**config.mk**
```make
export PLATFORM = sky130hd
export DESIGN_NAME = cpu_clk_step
export DESIGN_NICKNAME = d
export VERILOG_FILES = /design/src/rtl/cpu_clk_step.sv
export SDC_FILE = /design/constraint.sdc
export NUM_CORES = 1
export LEC_CHECK = 0
export ABC_AREA = 1
export BUFFER_PORTS_ARGS = -buffer_cell sky130_fd_sc_hd__buf_2
export CAP_MARGIN = 10
export CORE_UTILIZATION = 52
export CTS_BUF_LIST = sky130_fd_sc_hd__clkbuf_8 sky130_fd_sc_hd__clkbuf_16
export DETAILED_ROUTE_END_ITERATION = 10
export GPL_ROUTABILITY_DRIVEN = 1
export PLACE_DENSITY = 0.8
export SLEW_MARGIN = 20
export SYNTH_ARGS = -nofsm -noshare
export SYNTH_HDL_FRONTEND = slang
export SYNTH_SLANG_ARGS = --single-unit
```
**constraint.sdc**
```tcl
create_clock -name clk -period 1.91 [get_ports clk]
set_clock_uncertainty 0.2 [all_clocks]
set_input_delay 0.382 -clock clk [delete_from_list [all_inputs] [get_ports clk]]
set_output_delay 0.382 -clock clk [all_outputs]
set_load 0.01 [all_outputs]
```
**src/rtl/cpu_clk_step.sv**
```systemverilog
// CPU clock source: follows a divider bit in run mode, or issues one debounced
// fixed-width pulse per button press in single-step mode.
module cpu_clk_step #(
    parameter int DEB_BIT    = 17,
    parameter int DEB_COUNT  = 4,
    parameter int FAST_BIT   = 2,
    parameter int SLOW_BIT   = 24,
    parameter int PULSE_HIGH = 4
) (
    input  logic        clk,
    input  logic        rst,
    input  logic [31:0] clkdiv,
    input  logic        SW2,
    input  logic        step_mode,
    input  logic        step_btn,
    output logic        Clk_CPU,
    output logic        btn_clean,
    output logic [15:0] step_count,
    output logic        busy
);
    localparam logic [3:0] DEB_LAST   = 4'(DEB_COUNT - 1);
    localparam logic [7:0] PULSE_LAST = 8'(PULSE_HIGH - 1);

    typedef enum logic [1:0] {RUN, IDLE, PULSE, WAIT_REL} state_t;

    state_t      state, state_next;
    logic        sync_p0, sync_p1;
    logic        deb_prev, clean_prev;
    logic [3:0]  deb_cnt;
    logic [7:0]  pulse_cnt, pulse_next;
    logic        clk_next, busy_next;
    logic [15:0] count_next;
    logic        run_bit, tick, press;
    logic        div_unused;

    // Only a few divider bits are consumed; fold the rest so they count as read.
    assign div_unused = ^clkdiv;

    assign run_bit = SW2 ? clkdiv[SLOW_BIT] : clkdiv[FAST_BIT];
    assign tick    = clkdiv[DEB_BIT] & ~deb_prev;
    assign press   = btn_clean & ~clean_prev;

    // Button synchronizer (sync_p0 -> sync_p1) and tick-sampled debouncer.
    always_ff @(posedge clk or posedge rst) begin
        if (rst) begin
            sync_p0    <= 1'b0;
            sync_p1    <= 1'b0;
            deb_prev   <= 1'b0;
            deb_cnt    <= 4'd0;
            btn_clean  <= 1'b0;
            clean_prev <= 1'b0;
        end else begin
            sync_p0    <= step_btn;
            sync_p1    <= sync_p0;
            deb_prev   <= clkdiv[DEB_BIT];
            clean_prev <= btn_clean;
            if (tick) begin
                if (sync_p1 == btn_clean) begin
                    deb_cnt <= 4'd0;
                end else if (deb_cnt == DEB_LAST) begin
                    btn_clean <= ~btn_clean;
                    deb_cnt   <= 4'd0;
                end else begin
                    deb_cnt <= deb_cnt + 4'd1;
                end
            end
        end
    end

    always_ff @(posedge clk or posedge rst) begin
        if (rst) begin
            state      <= IDLE;
            Clk_CPU    <= 1'b0;
            pulse_cnt  <= 8'd0;
            step_count <= 16'd0;
            busy       <= 1'b0;
        end else begin
            state      <= state_next;
            Clk_CPU    <= clk_next;
            pulse_cnt  <= pulse_next;
            step_count <= count_next;
            busy       <= busy_next;
        end
    end

    always_comb begin
        state_next = state;
        clk_next   = Clk_CPU;
        pulse_next = pulse_cnt;
        count_next = step_count;
        case (state)
            RUN: begin
                // Leave only on a low phase so the CPU never sees a runt high.
                clk_next = run_bit;
                if (step_mode && !run_bit) state_next = IDLE;
            end
            IDLE: begin
                clk_next = 1'b0;
                if (!step_mode && !run_bit) begin
                    state_next = RUN;
                end else if (press) begin
                    state_next = PULSE;
                    clk_next   = 1'b1;
                    pulse_next = PULSE_LAST;
                    count_next = step_count + 16'd1;
                end
            end
            PULSE: begin
                clk_next = 1'b1;
                if (pulse_cnt == 8'd0) begin
                    clk_next   = 1'b0;
                    state_next = WAIT_REL;
                end else begin
                    pulse_next = pulse_cnt - 8'd1;
                end
            end
            WAIT_REL: begin
                clk_next = 1'b0;
                if (!btn_clean) state_next = IDLE;
            end
            default: begin
                clk_next   = 1'b0;
                state_next = IDLE;
            end
        endcase
        busy_next = (state_next == PULSE) || (state_next == WAIT_REL);
    end
endmodule

```
### Yosys cells after proc, flatten, opt, wreduce, memory -nomap -nowiden

Cells that the tools add are included.

* logic and storage cells: 59
* bits of input ports: 37
* output and inout bits: 19
* register bits after elaboration: 37

* reductions and logical operators: 11
* muxes and demuxes: 17
* eq/ne operators: 10
* bitwise logic cells: 7
* $add $sub $neg: 3

Operator list (count)
* 8-bit 2-to-1 mux: 3
* 16-bit by 1-bit adder with 16-bit output, second input constant: 1
* 8-bit one-hot mux with 2 select lines: 1
* 2-bit 2-to-1 mux: 5
* 2-bit equality test, second input constant: 4
* 8-bit zero test: 1
* 4-bit 2-to-1 mux: 2
* 2-bit one-hot mux with 4 select lines: 1
* 8-bit by 1-bit subtractor with 8-bit output, second input constant: 1
* 2-bit inequality test, second input constant: 3
* 3-bit AND reduction: 2
* 1-bit NOT: 5
* 4-bit by 1-bit adder with 4-bit output, second input constant: 1
* 4-bit by 2-bit equality test with 1-bit output, second input constant: 1
* 1-bit 2-to-1 mux: 4
* 1-bit one-hot mux with 4 select lines: 1
* 4-bit AND reduction: 1
* 1-bit AND: 2
* 2-bit by 1-bit equality test with 1-bit output, second input constant: 1
* 1-bit logical AND: 2
* 1-bit zero test: 2
* 2-bit zero test: 1
* 2-bit nonzero test: 1
* 1-bit equality test: 1
* 1-bit logical OR: 1

### Logic depth before layout (Yosys ltp)

Gate-level depths: netlist (run 1).

* depth after elaboration: 7
* depth in mapped cells: 9

### Worst setup path after synthesis (run 1)

No wires, ideal clock.

* path type: flip-flop to flip-flop
* start: register step_count[1]
* end: register step_count[8]
* required time: 1.589 ns
* path buffers: 0
* setup time: 0.121 ns
* data arrival time: 1.220 ns
* slack: 0.368 ns
* cell stages (with the launch flop): 8
* period minus slack after synthesis: 1.542 ns
* path through: dfrtp_1 -> ha_1 -> inv_1 -> nor2_1 -> nand2_1 -> xor2_1 -> nand2_1 -> o21ai_1

* longest elaborated chain between the ends: 1

Ends and longest elaborated chain
* from (decl): RTL line 18 `output logic [15:0] step_count,`
* from (signal assigned): RTL line 81 `step_count <= count_next;`
* 16-bit by 1-bit adder with 16-bit output: RTL line 105 `count_next = step_count + 16'd1;`

Every way passes these cells.
A chain may end at the register's enable or synchronous reset.

### Final worst setup path (run 1)

* start: register pulse_cnt[0]
* end: register pulse_cnt[7]

* longest elaborated chain between the ends: 3

Ends and longest elaborated chain
* from (decl): RTL line 30 `logic [7:0] pulse_cnt, pulse_next;`
* from (signal assigned): RTL line 80 `pulse_cnt <= pulse_next;`
* 8-bit by 1-bit subtractor with 8-bit output / 8-bit zero test (equally long branches): RTL line 114, 110
* 8-bit 2-to-1 mux / 2-bit inequality test (equally long branches)
* 8-bit one-hot mux with 2 select lines / 4-bit AND reduction (equally long branches)

Several ways; a longest one is shown, not always the timed one. The select of a mux whose other input is x is not followed.

==> results of run 1 <==
-- logic make-up after synthesis --
kind of cell | share of synthesized area, %
compound gates | 5.56
xor+xnor | 7.09
fa+ha+maj | 2.45
buf+inv | 7.76
flops | 44.1
simple gates | 33.1
-- final cells by class --
| cell class | instances | area [um^2] | area share [%] |
|---|---|---|---|
| Sequential cell | 36 | 902 | 38.1 |
| Clock inverter | 1 | 3.75 | 0.158 |
| Clock buffer | 7 | 96.3 | 4.07 |
| Tap cell | 48 | 60.1 | 2.53 |
| Multi-Input combinational cell | 192 | 986 | 41.6 |
| Inverter | 35 | 136 | 5.76 |
| Timing Repair Buffer | 31 | 185 | 7.81 |
-- metrics by stage --
stage	setup WS, ps	total power, W	hold slack (ps)	cell area, um^2	utilization, %
2_1_floorplan	368	0.00203	131	2050	-
3_3_place_gp	261	0.00229	132	2250	60.5
3_5_place_dp	241	0.00235	170	2250	60.5
4_1_cts	262	0.00294	6.07	2360	63.5
5_1_grt	76.9	0.00317	22.7	2370	63.8
6_report	278	0.00292	24.7	2370	63.8
-- per-layer routing --
| metal | wire (um) | share of wire, % |
|---|---|---|
| met1 | 1820 | 45 |
| met2 | 1990 | 50 |
| met3 | 173 | 4.3 |
| met4 | 35 | 0.87 |
| met5 | 0 | 0 |
-- worst max-delay path, stage by stage, from the launching register on --
cell,delay [ps]
sky130_fd_sc_hd__dfrtp_1,400
sky130_fd_sc_hd__inv_1,140
sky130_fd_sc_hd__ha_1,170
sky130_fd_sc_hd__nand2_1,60
sky130_fd_sc_hd__nor2_2,180
sky130_fd_sc_hd__nor2_2,90
sky130_fd_sc_hd__nor2_4,190
sky130_fd_sc_hd__o21ai_1,100
-- cell usage after synthesis --
cell type | instances | share of area [%]
sky130_fd_sc_hd__nand2_1 | 90 | 17
sky130_fd_sc_hd__xor2_1 | 8 | 3.4
sky130_fd_sc_hd__ha_1 | 4 | 2.4
sky130_fd_sc_hd__inv_6 | 1 | 0.43
sky130_fd_sc_hd__buf_6 | 2 | 1.1
sky130_fd_sc_hd__o21ai_0 | 7 | 1.7
sky130_fd_sc_hd__nand3_1 | 14 | 3.4
sky130_fd_sc_hd__dfrtp_1 | 35 | 43
sky130_fd_sc_hd__o21ai_2 | 1 | 0.43
sky130_fd_sc_hd__nand3_2 | 1 | 0.49
sky130_fd_sc_hd__dfstp_2 | 1 | 1.3
sky130_fd_sc_hd__nor2_2 | 5 | 1.5
sky130_fd_sc_hd__nand2_2 | 2 | 0.61
sky130_fd_sc_hd__a21oi_1 | 2 | 0.49
sky130_fd_sc_hd__inv_2 | 1 | 0.18
sky130_fd_sc_hd__nor2_4 | 5 | 2.8
sky130_fd_sc_hd__nor3_1 | 1 | 0.24
sky130_fd_sc_hd__xor2_2 | 3 | 2.4
sky130_fd_sc_hd__o211ai_1 | 2 | 0.73
sky130_fd_sc_hd__o21ai_1 | 9 | 2.2
sky130_fd_sc_hd__nand2_4 | 1 | 0.55
sky130_fd_sc_hd__nand4_1 | 6 | 1.8
sky130_fd_sc_hd__nor2_1 | 28 | 5.1
sky130_fd_sc_hd__inv_1 | 33 | 6.1
sky130_fd_sc_hd__xnor2_1 | 3 | 1.3
-- final timing paths --
kind	to	slack, ps	startpoint
max in group asynchronous	state[0]	750	rst
min in group asynchronous	clean_prev	510	rst
setup / recovery	pulse_cnt[7]	280	pulse_cnt[0]
hold reg to reg	sync_p1	190	sync_p0
setup reg to reg	pulse_cnt[7]	280	pulse_cnt[0]
hold / removal	deb_prev	20	clkdiv[17]
-- timing repair --
action,CTS,global route
endpoints found under the hold margin,35,1
hold buffers,1,1
endpoints found under the setup margin,0,0
-- power by group --
part	switching (W)	leakage, nW	internal (W)
Clock	0.000264	0.0557	0.000324
Combinational	0.000704	0.680	0.000430
Sequential	0.000224	0.466	0.000975
Total	0.00119	1.20	0.00173
==> flow_results.xml, run 1 <==
<?xml version="1.0" encoding="UTF-8"?>
<metrics>
  <group name="run_status">
    <metric name="run_status" unit="">finished, final reports clean</metric>
  </group>
  <group name="yosys">
    <metric name="flip_flop_and_latch_count_after_synthesis" unit="">36</metric>
    <metric name="synth.net_count" unit="">306</metric>
    <metric name="mappedNetlistArea" unit="um^2">2050</metric>
    <metric name="ys_types" unit="">25</metric>
    <metric name="ys_seq_area_share" unit="%">44.1</metric>
    <metric name="synth.avg_cell_area" unit="um^2">7.72</metric>
    <metric name="synth_cells" unit="">265</metric>
    <metric name="yosysWarnings" unit="">0</metric>
  </group>
  <group name="worst_setup_path">
    <metric name="cp_max_fo" unit="">8</metric>
    <metric name="timing.critical_path.to_type" unit="">flop</metric>
    <metric name="worst_setup_path_start_kind" unit="">flop</metric>
    <metric name="worst-endpoint-arrival" unit="ps">1600</metric>
    <metric name="r2r.worst_path.cells" unit="">7</metric>
    <metric name="path_class" unit="">flop to flop</metric>
    <metric name="timing.critical_path.required" unit="ps">1880</metric>
  </group>
  <group name="cells_and_area">
    <metric name="most_common_library_cell_in_the_layout_ignoring_fill_and_taps" unit="">sky130_fd_sc_hd__nand2_1</metric>
    <metric name="largestRegisters" unit="">step_count x16, pulse_cnt x8, deb_cnt x4</metric>
    <metric name="final.fill_count" unit="">322</metric>
    <metric name="diodes" unit="">0</metric>
    <metric name="design.final.nets" unit="">342</metric>
    <metric name="layout-area-overhead-vs-synth" unit="%">15.8</metric>
    <metric name="mostFrequentLayoutCells" unit="">sky130_fd_sc_hd__nand2_1 (90), sky130_fd_sc_hd__dfrtp_1 (35), sky130_fd_sc_hd__inv_1 (34), sky130_fd_sc_hd__nor2_1 (28), sky130_fd_sc_hd__buf_2 (26)</metric>
    <metric name="largest_register_ffs" unit="">16</metric>
    <metric name="finish.cell_count_without_fillers" unit="">350</metric>
    <metric name="largest_register" unit="">step_count</metric>
    <metric name="drive_above_1_share" unit="%">18.9</metric>
  </group>
  <group name="floorplanning">
    <metric name="io_pins" unit="">56</metric>
    <metric name="die_w" unit="um">64.7</metric>
    <metric name="core-area" unit="um^2">3720</metric>
    <metric name="num_rows" unit="">22</metric>
    <metric name="die_span_in_y" unit="um">64.7</metric>
    <metric name="die_area" unit="um^2">4190</metric>
    <metric name="initial_core_util" unit="%">55.1</metric>
  </group>
  <group name="sta">
    <metric name="report.final.slew_viol_count" unit="">0</metric>
    <metric name="worst_slew_margin_rel" unit="%">81.1</metric>
    <metric name="grt_setup_unrepaired" unit="">no</metric>
    <metric name="setup-tns-final" unit="ps">0</metric>
    <metric name="period_share" unit="%">85.4</metric>
    <metric name="hold_viol_final" unit="">0</metric>
    <metric name="setup_violations" unit="">0</metric>
    <metric name="worstMarginPinSlew" unit="ps">283</metric>
    <metric name="achievable-frequency" unit="MHz">613</metric>
    <metric name="finalCriticalPeriod" unit="ps">1630</metric>
  </group>
  <group name="place">
    <metric name="half_perimeter_wire_length_after_detailed_placement" unit="um">2950</metric>
    <metric name="port_buffers" unit="">26</metric>
    <metric name="place_inst" unit="">340</metric>
    <metric name="gp_congestion" unit="">0.830</metric>
  </group>
  <group name="clock_tree">
    <metric name="cts_num_sinks" unit="">36</metric>
    <metric name="clock_tree.root_cell" unit="">sky130_fd_sc_hd__clkbuf_8</metric>
    <metric name="reg_clk_slew_reported_paths" unit="ps">70</metric>
    <metric name="ctsHtreeMaxLevel" unit="">2</metric>
    <metric name="inserted_clock_buffers" unit="">5</metric>
    <metric name="post_cts_resized" unit="">0</metric>
    <metric name="clock_latency" unit="ps">280</metric>
    <metric name="cts_tree" unit="">done</metric>
    <metric name="max-clock-path-buffers" unit="">2</metric>
    <metric name="postCtsSetupRepairBufs" unit="">0</metric>
  </group>
  <group name="global_routing">
    <metric name="track_usage" unit="%">22.4</metric>
    <metric name="grt_remaining_overflow" unit="">0</metric>
    <metric name="busiest_layer" unit="">met2</metric>
    <metric name="globalRouteMet1Util" unit="%">25.7</metric>
    <metric name="number_of_antenna_violations_at_the_first_check_in_global_routing" unit="">0</metric>
    <metric name="grt_max_degree" unit="">37</metric>
    <metric name="grt_pass1_vias" unit="">1724</metric>
    <metric name="grt_util_met3" unit="%">4.40</metric>
    <metric name="grt_pass1_wl" unit="um">7200</metric>
    <metric name="use_met2" unit="%">40.4</metric>
  </group>
  <group name="route">
    <metric name="drt.antenna.violating_nets" unit="">0</metric>
    <metric name="detailedRoute.firstPassIterationCount" unit="">4</metric>
    <metric name="route.detailed.wl_per_inst" unit="um">11.5</metric>
    <metric name="drc_errors" unit="">0</metric>
    <metric name="total_detailed_routing_wirelength" unit="um">4020</metric>
    <metric name="drt_iter0_markers" unit="">57</metric>
    <metric name="vias_per_cell" unit="">4.98</metric>
    <metric name="vias" unit="">1742</metric>
  </group>
  <group name="pwr">
    <metric name="power_per_cell_area" unit="nW/um^2">1230</metric>
    <metric name="worst_ir_drop_vdd" unit="mV">0.713</metric>
    <metric name="leakagePower" unit="nW">1.20</metric>
  </group>
  <group name="hold_path">
    <metric name="hold_path.class" unit="">input pin to flop</metric>
    <metric name="worst_hold_path.num_cells" unit="">1</metric>
  </group>
  <group name="flow_run">
    <metric name="maxCapViolCount" unit="">0</metric>
  </group>
</metrics>
Note: power is estimated with default switching activity, not from simulation.
==> inputs of run 2 (changes only) <==
BUFFER_PORTS_ARGS = -buffer_cell sky130_fd_sc_hd__clkbuf_2   (was -buffer_cell sky130_fd_sc_hd__buf_2)
==> flow_results.xml, run 2 (same netlist as run 1, synthesis figures left out) <==
<?xml version="1.0" encoding="UTF-8"?>
<metrics>
  <group name="run_status">
    <metric name="run_status" unit="">finished, final reports clean</metric>
  </group>
  <group name="worst_setup_path">
    <metric name="timing.critical_path.required" unit="ps">1920</metric>
    <metric name="critical-path-top-delay-family" unit="">flip-flops</metric>
    <metric name="worst-endpoint-arrival" unit="ps">1730</metric>
    <metric name="timing.critical_path.buf_inv" unit="">1</metric>
    <metric name="r2r.worst_path.cells" unit="">6</metric>
    <metric name="slowest_stage_delay_cp" unit="ps">550</metric>
    <metric name="r2r_slack" unit="ps">190</metric>
    <metric name="cp_max_fo" unit="">10</metric>
    <metric name="worst_r2r_startpoint" unit="">state[0]</metric>
    <metric name="path_class" unit="">flop to flop</metric>
    <metric name="worst_path_max_delay_cell" unit="">sky130_fd_sc_hd__dfstp_2</metric>
    <metric name="worst_setup_path_start_kind" unit="">flop</metric>
    <metric name="rr_endpoint" unit="">step_count[10]</metric>
    <metric name="timing.critical_path.to_type" unit="">flop</metric>
    <metric name="critical_path.cell_chain" unit="">nand2_1, nor2_4, nand2_4, buf_4, nor2_1, xor2_1</metric>
  </group>
  <group name="flow_run">
    <metric name="maxCapViolCount" unit="">0</metric>
  </group>
  <group name="place">
    <metric name="gp_congestion" unit="">0.823</metric>
    <metric name="half_perimeter_wire_length_after_detailed_placement" unit="um">2870</metric>
    <metric name="detailedPlace.worstSlack" unit="ps">181</metric>
    <metric name="port_buffers" unit="">26</metric>
  </group>
  <group name="floorplanning">
    <metric name="io_pins" unit="">56</metric>
    <metric name="die_w" unit="um">64.7</metric>
    <metric name="die_area" unit="um^2">4190</metric>
    <metric name="num_rows" unit="">22</metric>
    <metric name="die_span_in_y" unit="um">64.7</metric>
    <metric name="initial_core_util" unit="%">55.1</metric>
    <metric name="core-area" unit="um^2">3720</metric>
  </group>
  <group name="global_routing">
    <metric name="grt_pass1_vias" unit="">1575</metric>
    <metric name="grt_remaining_overflow" unit="">0</metric>
    <metric name="grt_pass1_wl" unit="um">6920</metric>
    <metric name="number_of_antenna_violations_at_the_first_check_in_global_routing" unit="">0</metric>
    <metric name="track_usage" unit="%">22.1</metric>
    <metric name="grt_max_degree" unit="">37</metric>
  </group>
  <group name="route">
    <metric name="detailedRoute.firstPassIterationCount" unit="">4</metric>
    <metric name="drt.antenna.violating_nets" unit="">0</metric>
    <metric name="drc_errors" unit="">0</metric>
    <metric name="route.detailed.wl_per_inst" unit="um">11.2</metric>
    <metric name="drt_iter0_markers" unit="">70</metric>
    <metric name="vias_per_cell" unit="">4.89</metric>
    <metric name="total_detailed_routing_wirelength" unit="um">3950</metric>
    <metric name="vias" unit="">1723</metric>
  </group>
  <group name="cells_and_area">
    <metric name="mostFrequentLayoutCells" unit="">sky130_fd_sc_hd__nand2_1 (90), sky130_fd_sc_hd__dfrtp_1 (35), sky130_fd_sc_hd__inv_1 (34), sky130_fd_sc_hd__nor2_1 (28), sky130_fd_sc_hd__clkbuf_2 (26)</metric>
    <metric name="most_common_library_cell_in_the_layout_ignoring_fill_and_taps" unit="">sky130_fd_sc_hd__nand2_1</metric>
    <metric name="largest_register_ffs" unit="">16</metric>
    <metric name="drive_above_1_share" unit="%">19.1</metric>
    <metric name="largest_register" unit="">step_count</metric>
    <metric name="largestRegisters" unit="">step_count x16, pulse_cnt x8, deb_cnt x4</metric>
    <metric name="design.final.nets" unit="">344</metric>
    <metric name="finalCoreUtilization" unit="%">64.1</metric>
    <metric name="diodes" unit="">0</metric>
    <metric name="layout-area-overhead-vs-synth" unit="%">16.4</metric>
  </group>
  <group name="sta">
    <metric name="worst_slew_margin_rel" unit="%">70.1</metric>
    <metric name="achievable-frequency" unit="MHz">581</metric>
    <metric name="worstMarginPinSlew" unit="ps">449</metric>
    <metric name="period_share" unit="%">90.1</metric>
    <metric name="report.final.slew_viol_count" unit="">0</metric>
    <metric name="setup-tns-final" unit="ps">0</metric>
    <metric name="grt_setup_unrepaired" unit="">no</metric>
    <metric name="hold_viol_final" unit="">0</metric>
    <metric name="setup_violations" unit="">0</metric>
    <metric name="finalCriticalPeriod" unit="ps">1720</metric>
    <metric name="timing.final.ws_setup" unit="ps">189</metric>
  </group>
  <group name="hold_path">
    <metric name="hold_path.class" unit="">input pin to flop</metric>
    <metric name="hold_path_end" unit="">state[0]</metric>
    <metric name="min-delay-start" unit="">step_mode</metric>
    <metric name="worst_hold_path.num_cells" unit="">3</metric>
  </group>
  <group name="pwr">
    <metric name="p_switching" unit="W">0.00121</metric>
    <metric name="leakagePower" unit="nW">1.20</metric>
    <metric name="worst_ir_drop_vdd" unit="mV">0.716</metric>
    <metric name="netSwitchingFraction" unit="%">40.1</metric>
    <metric name="clock_power_share" unit="%">22.0</metric>
    <metric name="cellInternalPower" unit="W">0.00180</metric>
    <metric name="seq_power_share" unit="%">39.5</metric>
    <metric name="power_per_cell_area" unit="nW/um^2">1260</metric>
    <metric name="pwr-share-comb" unit="%">38.5</metric>
  </group>
  <group name="clock_tree">
    <metric name="postCtsSetupRepairBufs" unit="">0</metric>
    <metric name="cts_num_sinks" unit="">36</metric>
    <metric name="inserted_clock_buffers" unit="">5</metric>
    <metric name="clock_latency" unit="ps">290</metric>
    <metric name="cts_tree" unit="">done</metric>
    <metric name="reg_clk_slew_reported_paths" unit="ps">70</metric>
    <metric name="max-clock-path-buffers" unit="">2</metric>
    <metric name="post_cts_resized" unit="">0</metric>
    <metric name="clock_tree.root_cell" unit="">sky130_fd_sc_hd__clkbuf_8</metric>
    <metric name="ctsHtreeMaxLevel" unit="">2</metric>
  </group>
</metrics>
## run 2: layer usage
metal / part of all wire (%) / track usage [%]
met1: 46 / 27.5
met2: 48 / 35.8
met3: 4.3 / 5.81
met4: 1.8 / 9.72
met5: 0 / 0
## run 2: per-stage QoR
stage,power (W),instance area (um^2),std cells,hold WS (ps)
final,0.00300,2380,352,145
after global routing,0.00325,2380,352,160
after CTS,0.00303,2360,350,1.77
after detailed placement,0.00235,2240,341,162
after global placement,0.00230,2240,341,133
after floorplan,0.00203,2050,265,131
## run 2: area by class of cell
| cell class | count | area, um^2 |
|---|---|---|
| clock buffer | 5 | 68.8 |
| clock inverter | 3 | 38.8 |
| fill | 342 | 1330 |
| inverter | 35 | 136 |
| multi-input combinational | 192 | 986 |
| sequential | 36 | 902 |
| tap | 48 | 60.1 |
| timing repair buffer | 33 | 190 |
## run 2: how the worst max path moves through the flow
stage / endpoint / from / cells after the start / slack, ps
after floorplan: step_count[8] / step_count[1] / 7 / 370
after global placement: pulse_cnt[7] / SW2 / 8 / 220
after detailed placement: step_count[10] / state[0] / 6 / 180
after CTS: step_count[10] / state[0] / 6 / 170
after global routing: pulse_cnt[7] / pulse_cnt[0] / 8 / 30
final: step_count[10] / state[0] / 6 / 190
## run 2: worst min-delay path, cell delays in order
cell and delay [ps]:
sky130_fd_sc_hd__clkbuf_2 90, sky130_fd_sc_hd__nand4_1 80, sky130_fd_sc_hd__o21ai_0 80
## run 2: power by group through the flow
| stage | Combinational [W] | Sequential, W | Clock, W |
|---|---|---|---|
| after floorplan | 0.000811 | 0.00122 | 0 |
| after CTS | 0.00116 | 0.00118 | 0.000679 |
| final | 0.00116 | 0.00119 | 0.000661 |
| after global routing | 0.00133 | 0.00122 | 0.000714 |
| after detailed placement | 0.00116 | 0.00120 | 0 |
| after global placement | 0.00111 | 0.00119 | 0 |
## run 2: repair_timing
item	4_1_cts	5_1_grt
hold endpoints to repair	35	2
setup endpoints to repair	0	0
hold buffers	1	2
==> inputs of run 3 (changes only) <==
ABC_AREA = unset   (was 1)
CORE_UTILIZATION = 45   (was 52)
PLACE_DENSITY = 0.76   (was 0.8)
clock period = 1.5 ns   (was 1.91 ns; I/O delays follow)
==> flow_results.xml, run 3 <==
<?xml version="1.0" encoding="UTF-8"?>
<metrics>
  <group name="run_status">
    <metric name="run_status" unit="">finished, violations left</metric>
    <metric name="violated_checks" unit="">negative setup slack</metric>
  </group>
  <group name="cells_and_area">
    <metric name="final.fill_count" unit="">237</metric>
    <metric name="largestRegisters" unit="">step_count x16, pulse_cnt x8, deb_cnt x4</metric>
    <metric name="multi_input_area" unit="um^2">1000</metric>
    <metric name="mostFrequentLayoutCells" unit="">sky130_fd_sc_hd__dfrtp_1 (32), sky130_fd_sc_hd__buf_4 (32), sky130_fd_sc_hd__clkbuf_2 (25), sky130_fd_sc_hd__nand2_1 (18), sky130_fd_sc_hd__nor2_1 (9)</metric>
    <metric name="largest_register" unit="">step_count</metric>
    <metric name="design.final.nets" unit="">277</metric>
    <metric name="largest_register_ffs" unit="">16</metric>
    <metric name="layout-area-overhead-vs-synth" unit="%">50.3</metric>
    <metric name="drive_above_1_share" unit="%">47.7</metric>
    <metric name="sequential_cell_area" unit="um^2">906</metric>
    <metric name="diodes" unit="">0</metric>
  </group>
  <group name="yosys">
    <metric name="synth_top_cell_area_share" unit="%">50.0</metric>
    <metric name="synth_cells" unit="">159</metric>
    <metric name="flip_flop_and_latch_count_after_synthesis" unit="">36</metric>
    <metric name="synth-edff-count" unit="">0</metric>
    <metric name="async_reset_ff_share" unit="%">100</metric>
    <metric name="synth.net_count" unit="">200</metric>
    <metric name="ys_types" unit="">38</metric>
    <metric name="cell_types_occupying_the_most_area_after_synthesis" unit="">sky130_fd_sc_hd__dfrtp_1 (50%), sky130_fd_sc_hd__nand2_1 (4.1%), sky130_fd_sc_hd__xnor2_1 (4.0%), sky130_fd_sc_hd__xor2_1 (4.0%), sky130_fd_sc_hd__ha_1 (2.9%)</metric>
    <metric name="ys_seq_area_share" unit="%">51.5</metric>
    <metric name="synth.cells.most_frequent" unit="">sky130_fd_sc_hd__dfrtp_1 (35), sky130_fd_sc_hd__nand2_1 (19), sky130_fd_sc_hd__nand3_1 (10), sky130_fd_sc_hd__nor2_1 (10)</metric>
    <metric name="synth_flop_cell" unit="">sky130_fd_sc_hd__dfrtp_1</metric>
    <metric name="mappedNetlistArea" unit="um^2">1750</metric>
    <metric name="yosys.area.top_type" unit="">sky130_fd_sc_hd__dfrtp_1</metric>
    <metric name="synth.avg_cell_area" unit="um^2">11.0</metric>
    <metric name="yosysWarnings" unit="">0</metric>
    <metric name="yosysMostFrequentCell" unit="">sky130_fd_sc_hd__dfrtp_1</metric>
  </group>
  <group name="worst_setup_path">
    <metric name="timing.critical_path.required" unit="ps">1500</metric>
    <metric name="worst_path_max_delay_cell" unit="">sky130_fd_sc_hd__dfstp_2</metric>
    <metric name="worst-endpoint-arrival" unit="ps">1720</metric>
    <metric name="timing.critical_path.to_type" unit="">flop</metric>
    <metric name="path_depth" unit="">5</metric>
    <metric name="worst_setup_path_start_kind" unit="">flop</metric>
    <metric name="critical_path.cell_chain" unit="">and4bb_4, buf_4, o21a_4, nand4_1, xnor2_1</metric>
    <metric name="timing.critical_path.buf_inv" unit="">1</metric>
    <metric name="critical-path-top-delay-family" unit="">flip-flops</metric>
    <metric name="path_class" unit="">flop to flop</metric>
    <metric name="r2r.worst_path.cells" unit="">5</metric>
    <metric name="slowest_stage_delay_cp" unit="ps">540</metric>
    <metric name="cp_max_fo" unit="">5</metric>
  </group>
  <group name="hold_path">
    <metric name="hold_path.class" unit="">flop to flop</metric>
    <metric name="worst_hold_path.num_cells" unit="">0</metric>
  </group>
  <group name="route">
    <metric name="drc_errors" unit="">0</metric>
    <metric name="route.detailed.wl_per_inst" unit="um">15.9</metric>
    <metric name="drt.antenna.violating_nets" unit="">0</metric>
    <metric name="detailedRoute.firstPassIterationCount" unit="">5</metric>
    <metric name="total_detailed_routing_wirelength" unit="um">4530</metric>
    <metric name="vias" unit="">1555</metric>
    <metric name="drt_iter0_markers" unit="">66</metric>
    <metric name="vias_per_cell" unit="">5.46</metric>
  </group>
  <group name="sta">
    <metric name="achievable-frequency" unit="MHz">580</metric>
    <metric name="hold_viol_final" unit="">0</metric>
    <metric name="period_share" unit="%">115</metric>
    <metric name="report.final.slew_viol_count" unit="">0</metric>
    <metric name="grt_setup_unrepaired" unit="">yes</metric>
    <metric name="finalCriticalPeriod" unit="ps">1720</metric>
    <metric name="worst_slew_margin_rel" unit="%">71.0</metric>
    <metric name="setup_violations" unit="">26</metric>
    <metric name="timing.final.ws_setup" unit="ps">-224</metric>
    <metric name="worstMarginPinSlew" unit="ps">433</metric>
  </group>
  <group name="floorplanning">
    <metric name="core-area" unit="um^2">3690</metric>
    <metric name="die_area" unit="um^2">4140</metric>
    <metric name="io_pins" unit="">56</metric>
    <metric name="die_w" unit="um">64.4</metric>
    <metric name="num_rows" unit="">22</metric>
    <metric name="die_span_in_y" unit="um">64.4</metric>
    <metric name="initial_core_util" unit="%">47.5</metric>
  </group>
  <group name="global_routing">
    <metric name="track_usage" unit="%">23.3</metric>
    <metric name="grt_pass1_wl" unit="um">7290</metric>
    <metric name="grt_max_degree" unit="">21</metric>
    <metric name="grt_remaining_overflow" unit="">0</metric>
    <metric name="number_of_antenna_violations_at_the_first_check_in_global_routing" unit="">0</metric>
    <metric name="grt_pass1_vias" unit="">1590</metric>
  </group>
  <group name="clock_tree">
    <metric name="ctsHtreeMaxLevel" unit="">2</metric>
    <metric name="max-clock-path-buffers" unit="">2</metric>
    <metric name="cts_tree" unit="">done</metric>
    <metric name="reg_clk_slew_reported_paths" unit="ps">70</metric>
    <metric name="clock_tree.root_cell" unit="">sky130_fd_sc_hd__clkbuf_8</metric>
    <metric name="clock_latency" unit="ps">290</metric>
    <metric name="cts_num_sinks" unit="">36</metric>
    <metric name="inserted_clock_buffers" unit="">5</metric>
  </group>
  <group name="pwr">
    <metric name="worst_ir_drop_vdd" unit="mV">0.588</metric>
    <metric name="power_per_cell_area" unit="nW/um^2">792</metric>
    <metric name="leakagePower" unit="nW">1.32</metric>
    <metric name="totalPowerFinal" unit="W">0.00208</metric>
  </group>
  <group name="place">
    <metric name="gp_congestion" unit="">0.805</metric>
    <metric name="detailedPlace.worstSlack" unit="ps">-255</metric>
    <metric name="port_buffers" unit="">26</metric>
    <metric name="half_perimeter_wire_length_after_detailed_placement" unit="um">2830</metric>
  </group>
  <group name="flow_run">
    <metric name="maxCapViolCount" unit="">0</metric>
  </group>
</metrics>
[run 3: cell count changes after synthesis, moves of 4 or more]
cell                      before  now
sky130_fd_sc_hd__nand3_1      14   10
sky130_fd_sc_hd__inv_1        33    4
sky130_fd_sc_hd__xnor2_1       3    8
sky130_fd_sc_hd__nand2_1      90   19
sky130_fd_sc_hd__nor3_1        1    6
sky130_fd_sc_hd__nor2_1       28   10
sky130_fd_sc_hd__o21ai_1       9    0
sky130_fd_sc_hd__nor2_2        5    0
sky130_fd_sc_hd__nor2_4        5    0
[run 3: repair_timing]
action                                 CTS  global route
setup endpoints to repair               25            33
pin swaps                               13            10
hold buffers                             3             0
endpoints found under the hold margin   37             0
setup buffers                            3             9
gates resized for setup                 18            19
[run 3: path summary, 6_finish.rpt]
path	slack, ps	startpoint	to
setup / recovery	-220	state[0]	step_count[4]
max in group asynchronous	430	rst	state[0]
setup reg to reg	-220	state[0]	step_count[4]
min in group asynchronous	390	rst	step_count[13]
hold / removal	160	sync_p0	sync_p1
hold reg to reg	160	sync_p0	sync_p1
[run 3: cells by family (layout without fill, tap and decap cells)]
kind of cell / count (synthesis) / after routing / share of synthesized area (%)
DFF: 36 / 36 / 51.5
AOI/OAI and AO/OA: 21 / 21 / 9.44
and+or+nand+nor: 72 / 72 / 23.9
muxes: 5 / 5 / 3.00
adders and majority gates: 4 / 4 / 2.86
xor gates and xnor gates: 16 / 16 / 8.01
buffers and inverters: 5 / 83 / 1.29
[run 3: report_power, final]
group	internal, W	switching, W
logic	0.000145	0.000131
clock network	0.000413	0.000351
registers	0.00102	0.0000266
[run 3: final cells by class]
cell class / instances / share of cell area (%)
inverter: 4 / 0.571
tap: 48 / 2.28
sequential: 36 / 34.4
clock inverter: 1 / 0.143
clock buffer: 7 / 3.66
multi-input combinational: 118 / 38.2
timing repair buffer: 71 / 20.7
[run 3: routing by layer]
| layer | vias to the layer above | track usage, % | wire (um) |
|---|---|---|---|
| li1 | 725 | - | - |
| met1 | 756 | 27.8 | 1870 |
| met2 | 55 | 39.7 | 2290 |
| met3 | 19 | 5.71 | 207 |
| met4 | 0 | 9.72 | 159 |
| met5 | - | 0 | 0 |
[run 3: through the flow]
step | instance area [um^2] | utilization (%) | instances | hold slack, ps | TNS, ps
6_report | 2630 | 71.3 | 285 | 159 | -4030
5_1_grt | 2630 | 71.3 | 285 | 166 | -5660
4_1_cts | 2460 | 66.7 | 276 | 154 | -2790
3_5_place_dp | 2230 | 60.5 | 262 | 127 | -4270
3_3_place_gp | 2230 | 60.5 | 262 | 118 | -3620
2_1_floorplan | 1800 | - | 159 | 131 | -793
